[src/rtl/encoded_memory_decoder.sv]
// encoded_memory_decoder: reads |number - mask| entries back from the encoded
// memory and rebuilds both candidate plaintexts with their 8-bit feasibility.
module encoded_memory_decoder (
  input  logic       CLK,
  input  logic       RST_N,
  input  logic       start,
  input  logic       sweep,
  input  logic [2:0] index,
  output logic       mem_rd,
  output logic [2:0] mem_index,
  input  logic [7:0] mem_data,
  output logic       busy,
  output logic       valid,
  output logic [2:0] out_index,
  output logic [7:0] value_hi,
  output logic [7:0] value_lo,
  output logic       hi_ok,
  output logic       lo_ok,
  output logic       unique_o,
  output logic       done
);

  typedef enum logic [1:0] {
    IDLE = 2'd0,
    REQ  = 2'd1,
    WAIT = 2'd2
  } state_e;

  state_e     state_q;
  logic       sweep_q;
  logic [2:0] cur_q;
  logic       rd_q;
  logic [2:0] mem_idx_q;
  logic       busy_q;
  logic       valid_q;
  logic       done_q;
  logic [2:0] out_idx_q;
  logic [7:0] hi_q;
  logic [7:0] lo_q;
  logic       hi_ok_q;
  logic       lo_ok_q;
  logic       uniq_q;

  logic [7:0] mask;
  logic [8:0] sum_d;
  logic [7:0] lo_d;
  logic       hi_ok_d;
  logic       lo_ok_d;
  logic       uniq_d;
  logic       last_d;
  logic [2:0] first_idx;

  // Fixed mask table shared with the encoding side
  always_comb begin
    mask = 8'h00;
    unique case (cur_q)
      3'd0: mask = 8'h00;
      3'd1: mask = 8'h55;
      3'd2: mask = 8'hAA;
      3'd3: mask = 8'h33;
      3'd4: mask = 8'hCC;
      3'd5: mask = 8'h0F;
      3'd6: mask = 8'hF0;
      3'd7: mask = 8'hFF;
      default: mask = 8'h00;
    endcase
  end

  always_comb begin
    sum_d     = {1'b0, mask} + {1'b0, mem_data};
    lo_d      = mask - mem_data;
    hi_ok_d   = ~sum_d[8];
    lo_ok_d   = (mem_data <= mask);
    uniq_d    = (hi_ok_d ^ lo_ok_d) | (mem_data == 8'h00);
    last_d    = ~sweep_q | (cur_q == 3'd7);
    first_idx = sweep ? 3'd0 : index;
  end

  always_ff @(posedge CLK or negedge RST_N) begin
    if (!RST_N) begin
      state_q   <= IDLE;
      sweep_q   <= 1'b0;
      cur_q     <= 3'd0;
      rd_q      <= 1'b0;
      mem_idx_q <= 3'd0;
      busy_q    <= 1'b0;
      valid_q   <= 1'b0;
      done_q    <= 1'b0;
      out_idx_q <= 3'd0;
      hi_q      <= 8'h00;
      lo_q      <= 8'h00;
      hi_ok_q   <= 1'b0;
      lo_ok_q   <= 1'b0;
      uniq_q    <= 1'b0;
    end else begin
      rd_q    <= 1'b0;
      valid_q <= 1'b0;
      done_q  <= 1'b0;
      unique case (state_q)
        IDLE: begin
          if (start) begin
            sweep_q   <= sweep;
            cur_q     <= first_idx;
            mem_idx_q <= first_idx;
            rd_q      <= 1'b1;
            busy_q    <= 1'b1;
            state_q   <= REQ;
          end
        end
        REQ: begin
          state_q <= WAIT;
        end
        WAIT: begin
          valid_q   <= 1'b1;
          done_q    <= last_d;
          out_idx_q <= cur_q;
          hi_q      <= sum_d[7:0];
          lo_q      <= lo_d;
          hi_ok_q   <= hi_ok_d;
          lo_ok_q   <= lo_ok_d;
          uniq_q    <= uniq_d;
          if (last_d) begin
            busy_q  <= 1'b0;
            state_q <= IDLE;
          end else begin
            // Overlap the next read with this result
            cur_q     <= cur_q + 3'd1;
            mem_idx_q <= cur_q + 3'd1;
            rd_q      <= 1'b1;
            state_q   <= REQ;
          end
        end
        default: begin
          busy_q  <= 1'b0;
          state_q <= IDLE;
        end
      endcase
    end
  end

  assign mem_rd    = rd_q;
  assign mem_index = mem_idx_q;
  assign busy      = busy_q;
  assign valid     = valid_q;
  assign done      = done_q;
  assign out_index = out_idx_q;
  assign value_hi  = hi_q;
  assign value_lo  = lo_q;
  assign hi_ok     = hi_ok_q;
  assign lo_ok     = lo_ok_q;
  assign unique_o  = uniq_q;

endmodule

[config.mk]
export PLATFORM = sky130hd
export DESIGN_NAME = encoded_memory_decoder
export DESIGN_NICKNAME = d
export VERILOG_FILES = /design/src/rtl/encoded_memory_decoder.sv
export SDC_FILE = /design/constraint.sdc
export NUM_CORES = 1
export LEC_CHECK = 0
export ABC_AREA = 1
export CELL_PAD_IN_SITES_DETAIL_PLACEMENT = 0
export CELL_PAD_IN_SITES_GLOBAL_PLACEMENT = 1
export CORE_ASPECT_RATIO = 0.8
export CORE_MARGIN = 2
export CORE_UTILIZATION = 41
export CTS_CLUSTER_SIZE = 40
export DETAILED_ROUTE_END_ITERATION = 10
export GPL_ROUTABILITY_DRIVEN = 0
export MAX_ROUTING_LAYER = met4
export PLACE_DENSITY_LB_ADDON = 0.1
export RECOVER_POWER = 100
export SYNTH_ARGS = -nofsm -noshare
export SYNTH_HDL_FRONTEND = slang
export SYNTH_SLANG_ARGS = --single-unit
[constraint.sdc]
create_clock -name CLK -period 3.5 [get_ports CLK]
set_clock_uncertainty 0.2 [all_clocks]
set_input_delay 0.7 -clock CLK [delete_from_list [all_inputs] [get_ports CLK]]
set_output_delay 0.7 -clock CLK [all_outputs]
set_load 0.01 [all_outputs]
# == After elaboration in Yosys (flattened, before gate mapping) ==
# Memories as Yosys holds them, arrays and structs flattened.
# Cells that the tools add are included.
# classes
addsub,3
magnitude_cmp,1
eq_ne,6
mux,15
n_bitwise,6
n_reduce_logical,6
# op_table
op,n
$add A8 B8 Y9,1
$mux W3,3
$le A8 B8 Y1,1
$logic_not A8 Y1,1
$sub A8 B8 Y8,1
$mux W1,7
$ne A2 B2 Y1 const B,3
$pmux W2 S3,1
$pmux W3 S2,1
$reduce_and A3 Y1,2
$add A3 B1 Y3 const B,1
$eq A3 B3 Y1 const B,1
$not A1 Y1,3
$pmux W1 S3,1
$eq A2 B1 Y1 const B,1
$eq A2 B2 Y1 const B,1
$logic_not A2 Y1,1
$mux W2,1
$or A1 B1 Y1,2
$pmux W1 S2,1
$reduce_and A2 Y1,1
$reduce_bool A2 Y1,1
$xor A1 B1 Y1,1
# word_totals
ff_bits,32
romBits,64
output_inout_bits,29
n_memories,1
# mem_list
memory,words,word_bits,read_ports,rd_ports_with_merged_regs,wr,line_no,source
(no name shown),8,8,1,0,0,56,unique case (cur_q)

# == Depth between registers and ports, before layout ==
# Gate-level depths: netlist of the first run.
# An unclocked memory read counts as a cell.
# logic_depth
word_depth,5
mapped_depth,14

# == Least setup slack after synthesis of the first run ==
# No wires, ideal clock.
# synth_path
path_type,register to register
startpoint,register mem_index[0] (netlist name)
endpoint,"register uniq_q, in the netlist unique_o"
t_arrival_ns,1.966
required_ns,3.178
setup_slack_ns,1.212
path_stages_with_launch,13
cell_sequence,dfrtp_1 -> inv_1 -> ha_1 -> nor2_1 -> a21oi_1 -> ha_1 -> nor2_2 -> and2_4 -> nand2_1 -> nand2_1 -> nand3_2 -> nand2_1 -> a21oi_1
# synth_rtl
element,line_no,source
to (signal assigned),121,uniq_q <= uniq_d;
to (decl),42,logic uniq_q;

==> results of run 1 <==
-- worst min path at each step --
stage,startpoint,endpoint,slack [ns],cells after the start
6_report,out_index[0],out_index[0],0.27,2
5_1_grt,value_hi[4],value_hi[4],0.30,2
4_1_cts,out_index[0],out_index[0],0.28,2
3_5_place_dp,out_index[0],out_index[0],0.26,2
3_3_place_gp,out_index[0],out_index[0],0.26,2
2_1_floorplan,RST_N,busy,0.20,0
-- per-stage QoR --
stage / area, sq um / setup slack (ns) / util [%]
2_1_floorplan: 2190 / 1.21 / -
3_3_place_gp: 2620 / 0.642 / 51.7
3_5_place_dp: 2620 / 0.669 / 51.7
4_1_cts: 2720 / 0.711 / 53.7
5_1_grt: 2710 / 0.385 / 53.4
6_report: 2710 / 0.722 / 53.4
-- power by group through the flow --
stage	clock (mW)	sequential [mW]	combinational, mW
6_report	0.349	0.648	1.69
3_3_place_gp	0	0.665	1.75
4_1_cts	0.359	0.661	1.76
5_1_grt	0.372	0.679	1.91
3_5_place_dp	0	0.667	1.76
2_1_floorplan	0	0.711	1.17
-- cell usage after synthesis (all sizes together), types with 2 or more instances --
| master | count | area share (%) |
|---|---|---|
| buf | 10 | 3.8 |
| ha | 22 | 13 |
| nor2 | 18 | 3.7 |
| nor4 | 2 | 0.57 |
| nand2 | 74 | 13 |
| xor2 | 4 | 1.6 |
| nand4 | 4 | 1.1 |
| inv | 38 | 6.7 |
| a31oi | 5 | 1.4 |
| dfrtp | 31 | 35 |
| nand3 | 23 | 5.5 |
| fa | 2 | 1.8 |
| o21ai | 21 | 4.8 |
| a21oi | 16 | 5.4 |
-- worst max-delay path: cells and delay by family (launching register included) --
| family | cells | cell delay [ns] |
|---|---|---|
| buffers and inverters | 1 | 0.19 |
| adders and majority gates | 2 | 0.82 |
| AOI/OAI and AO/OA | 1 | 0.10 |
| DFF | 1 | 0.50 |
| and+or+nand+nor | 8 | 0.87 |
-- metal layers --
layer	track usage [%]	vias up	part of all wire (%)
li1	-	974	-
met1	29.5	869	52
met2	27.6	45	41
met3	4.29	9	5.0
met4	6.35	0	1.6
met5	-	-	0
-- cells by family after synthesis --
group                    synth area share (%)
adder cells (fa/ha/maj)                  14.4
XOR/XNOR                                 1.60
buffers and inverters                    10.7
flip-flops                               35.4
AND/OR/NAND/NOR                          25.0
AO/OA/AOI/OAI                            12.9
-- layout by cell type, fill, tap and decap left out, drive strengths merged --
cell type	n
a21o	1
a21oi	16
a31oi	5
and2	1
bufinv	1
clkbuf	7
clkdlybuf4s50	12
dfrtp	31
dlygate4sd3	31
fa	2
ha	22
inv	38
nand2	74
nand3	23
nand4	4
nor2	18
nor3	1
nor4	2
o21a	1
o21ai	21
o21bai	1
o22ai	1
xor2	4
-- flip-flops by register name, indices dropped and copies added, names as in the netlist, 2 cells and up --
name       count
value_hi       7
value_lo       8
out_index      3
mem_index      3
state_q        2
-- final cells by class --
cell class	count	area (sq um)	share of cell area, %
Sequential cell	31	776	28.7
Multi-Input combinational cell	197	1170	43.2
Clock buffer	6	72.6	2.68
Inverter	38	148	5.46
Tap cell	62	77.6	2.87
Clock inverter	1	30.0	1.11
Timing Repair Buffer	44	434	16.0
==> impl_metrics.py, run 1 <==
metrics = {
    "run_status": {
        "status": "complete, but fails checks",
        "violations": "max-capacitance violations, max-slew violations",
    },
    "floorplanning": {
        "fp.coreArea_sq_um": 5060,
        "num_rows": 23,
        "dieArea_sq_um": 5940,
        "ios": 44,
        "die_x_microns": 85.7,
        "start_util_pct": 43.2,
        "die_y_microns": 69.4,
    },
    "clock_tree": {
        "post_cts_buffers": 0,
        "clkSinkCount": 31,
        "cts_buffers": 5,
        "clockBufferDepth": 2,
        "clock_latency_ns": 0.28,
        "cts_resized": 0,
        "cts_root_buf": "clkbuf_8",
        "ctsHoldBuffers": 0,
        "cts_tree": "done",
        "cts.htree.levels": 2,
        "cts.clk_slew.worst_paths_ns": 0.07,
    },
    "logic_synthesis": {
        "mappedNetlistArea_sq_um": 2190,
        "yosys_warnings": 0,
        "avgSynthCellArea_sq_um": 7.90,
        "synth-edff-count": 0,
        "netlist_instances": 277,
        "ys_types": 32,
        "yosys_register_bits": 31,
        "ys_seq_area_share_pct": 35.4,
        "syn-num-nets": 316,
        "synth_flop_cell": "dfrtp_1",
        "synthArstFlopShare_pct": 100,
    },
    "routing": {
        "via_per_inst": 5.01,
        "final_antenna_net_count": 0,
        "route.vias.total": 1897,
        "wl_per_cell_microns": 13.8,
        "drc": 0,
        "drt_iter0_drc": 141,
        "dr.pass1.iters": 4,
        "wl_microns": 5240,
    },
    "min_path": {
        "hp-class": "reg -> reg",
    },
    "worst_setup_path": {
        "worstPathCellList": "inv_1 > ha_1 > nor2_1 > a21oi_1 > ha_1 > nand3_1 > nand2_1 > nand3_1 > nand3_1 > nand2_1 > nand3_1 > nand2_1",
        "cp.required_ns": 3.48,
        "cp-endpoint": "value_lo[6]",
        "cp-end-kind": "flip-flop",
        "critPathMaxStageDelay_ns": 0.58,
        "cp-start-kind": "flip-flop",
        "cp_common_cell": "nand3_1",
        "r2r_slack_ns": 0.72,
        "slowest_stage": "ha_1",
        "reg2reg_to": "value_lo[6]",
        "r2r_start": "mem_index[0]",
        "worstPathArrival_ns": 2.76,
        "cp_max_fo": 8,
        "path_class": "reg -> reg",
        "worst-r2r-cell-count": 12,
        "startpoint": "mem_index[0]",
    },
    "pwr": {
        "swShare_pct": 47.7,
        "power.total_mw": 2.68,
        "clockPowerShare_pct": 13.0,
        "p_sw_mw": 1.28,
        "power_density_nw_per_um2": 992,
        "p_int_mw": 1.40,
        "seq_power_share_pct": 24.1,
        "irDropWorstVdd_v": 0.000431,
        "power_leakage_nw": 1.39,
        "power_frac_comb_pct": 62.9,
    },
    "finish": {
        "final_layout_size_suffix_gt1_share_pct": 8.20,
        "filler_cell_count": 505,
        "syn_to_final_growth_pct": 23.5,
        "nNetsFinal": 356,
        "antennaDiodeCount": 0,
        "layout.cells.non_filler": 379,
    },
    "timing": {
        "fin_crit_sh_pct": 79.4,
        "rsz0062_at_grt": "no",
        "max_slew_margin_pct": -18.1,
        "setup_viol": 0,
        "min_period_ns": 2.78,
        "hold_viol": 0,
        "max_freq_mhz": 360,
        "drv_slew": 32,
        "holdWs_ns": 0.267,
        "tns_ns": 0,
        "worst_pin_slew_ns": 1.77,
    },
    "placement": {
        "port_buffers": 43,
        "placed_cells": 372,
        "hpwlAfterDp_microns": 3990,
    },
    "global_route": {
        "grt_first_pass_wirelength_microns": 9110,
        "track_usage_pct": 20.1,
        "antenna_found_initial": 0,
        "overflow": 0,
        "grt_max_degree": 33,
        "grt_pass1_vias": 1853,
    },
    "flow_run": {
        "cap_violations": 1,
    },
}
Power figures use the tool's default switching activity.
==> inputs of run 2 (changes only) <==
--- a/config.mk
+++ b/config.mk
@@ -10,7 +10,7 @@
 export CELL_PAD_IN_SITES_GLOBAL_PLACEMENT = 1
 export CORE_ASPECT_RATIO = 0.8
 export CORE_MARGIN = 2
-export CORE_UTILIZATION = 41
+export CORE_UTILIZATION = 38
 export CTS_CLUSTER_SIZE = 40
 export DETAILED_ROUTE_END_ITERATION = 10
 export GPL_ROUTABILITY_DRIVEN = 0
==> constraint.sdc (replaced) <==
create_clock -name CLK -period 2.9 [get_ports CLK]
set_clock_uncertainty 0.2 [all_clocks]
set_input_delay 0.58 -clock CLK [delete_from_list [all_inputs] [get_ports CLK]]
set_output_delay 0.58 -clock CLK [all_outputs]
set_load 0.01 [all_outputs]
==> impl_metrics.py, run 2 (same netlist as run 1, synthesis figures left out) <==
metrics = {
    "run_status": {
        "status": "complete, but fails checks",
        "violations": "max-capacitance violations, max-slew violations",
    },
    "routing": {
        "final_antenna_net_count": 0,
        "met2_length_microns": 2210,
        "wl_met3_microns": 229,
        "wl_per_cell_microns": 13.2,
        "top_layer_used": "met4",
        "route.vias.total": 1911,
        "drt_iter0_drc": 97,
        "drt-met1-wl_microns": 2790,
        "wl_microns": 5300,
        "drc": 0,
        "via_per_inst": 4.78,
        "dr.pass1.iters": 4,
    },
    "min_path": {
        "worstHoldStart": "out_index[0]",
        "hold_end": "out_index[0]",
        "min_path_cells": 2,
        "hp-class": "reg -> reg",
    },
    "worst_setup_path": {
        "cp-end-kind": "flip-flop",
        "worstPathArrival_ns": 2.63,
        "r2r_slack_ns": 0.25,
        "worst-r2r-cell-count": 12,
        "r2r_start": "mem_index[1]",
        "path_class": "reg -> reg",
        "cp_max_fo": 9,
        "cp.required_ns": 2.88,
        "reg2reg_to": "value_hi[7]",
        "startpoint": "mem_index[1]",
        "cp-start-kind": "flip-flop",
    },
    "clock_tree": {
        "cts_root_buf": "clkbuf_8",
        "clockBufferDepth": 2,
        "ctsHoldBuffers": 0,
        "clock_latency_ns": 0.28,
        "cts_buffers": 5,
        "post_cts_buffers": 0,
        "cts.htree.levels": 2,
        "cts_resized": 0,
        "clkSinkCount": 31,
        "cts_tree": "done",
        "cts.clk_slew.worst_paths_ns": 0.07,
    },
    "pwr": {
        "power_leakage_nw": 1.40,
        "power_density_nw_per_um2": 1180,
        "irDropWorstVdd_v": 0.000365,
    },
    "floorplanning": {
        "num_rows": 24,
        "start_util_pct": 39.8,
        "fp.coreArea_sq_um": 5500,
        "dieArea_sq_um": 6390,
        "die_y_microns": 71.9,
        "die_x_microns": 88.9,
        "ios": 44,
    },
    "finish": {
        "largest_reg_flops": 8,
        "final_layout_size_suffix_gt1_share_pct": 9.01,
        "final_cell_mix": "68 x nand2_1, 33 x inv_1, 31 x dfrtp_1",
        "filler_cell_count": 554,
        "layout.cells.non_filler": 400,
        "syn_to_final_growth_pct": 25.7,
        "nNetsFinal": 360,
        "final_area_sq_um": 2750,
        "antennaDiodeCount": 0,
        "final_common_cell": "nand2_1",
    },
    "placement": {
        "place_area_sq_um": 2670,
        "dpl_worst_slack_ns": 0.183,
        "port_buffers": 43,
        "hpwlAfterDp_microns": 4090,
        "placed_cells": 392,
    },
    "timing": {
        "max_slew_margin_pct": -11.8,
        "fin_ws_ns": 0.245,
        "rsz0062_at_grt": "no",
        "drv_slew": 32,
        "tns_ns": 0,
        "hold_viol": 0,
        "setup_viol": 0,
        "worst_pin_slew_ns": 1.68,
        "max_freq_mhz": 377,
        "fin_crit_sh_pct": 91.5,
        "min_period_ns": 2.65,
    },
    "global_route": {
        "grt_max_degree": 33,
        "overflow": 0,
        "grt_first_pass_wirelength_microns": 9110,
        "grt_pass1_vias": 1893,
        "antenna_found_initial": 0,
        "track_usage_pct": 19.3,
    },
    "flow_run": {
        "cap_violations": 1,
    },
}
-- run 2: layout make-up --
cell class,instances,area [sq um],area share (%)
clock buffer,7,96.3,3.50
clock inverter,1,7.51,0.273
inverter,38,148,5.36
multi-input combinational,197,1170,42.4
sequential,31,776,28.2
tap,78,97.6,3.55
timing repair buffer,48,460,16.7
-- run 2: where the power goes --
part | switching [mW] | internal [mW]
Sequential | 0.105 | 0.642
Clock | 0.177 | 0.216
Combinational | 1.28 | 0.831
Total | 1.56 | 1.69
-- run 2: worst max path at each step --
stage,slack (ns),endpoint,cells past startpoint
6_report,0.25,value_hi[7],12
5_1_grt,0.04,unique_o,13
4_1_cts,0.29,value_hi[5],11
3_5_place_dp,0.18,unique_o,12
3_3_place_gp,0.20,unique_o,12
2_1_floorplan,0.61,unique_o,12
-- run 2: layer usage --
layer | global-route usage, % | up-vias
met4 | 5.72 | 0
met3 | 3.41 | 6
met1 | 28.2 | 884
met2 | 27.5 | 46
li1 | - | 975
met5 | - | -
-- run 2: worst max-delay path, cell delays in order (launching register included) --
cell,delay [ns]
dfrtp_1,0.51
inv_1,0.16
ha_1,0.20
nor2_1,0.13
a21oi_1,0.10
ha_1,0.45
inv_1,0.16
a21oi_1,0.15
nand2_1,0.12
nand3_1,0.11
nand3_1,0.08
nand3_1,0.10
nand2_1,0.06
-- run 2: per-stage QoR --
stage	power [mW]	hold slack [ns]	utilization [%]
after detailed placement	2.98	0.262	48.6
after global placement	2.96	0.261	48.6
after floorplan	2.27	0.0844	-
after global routing	3.61	0.298	50.1
final	3.25	0.273	50.1
after CTS	3.39	0.280	50.5
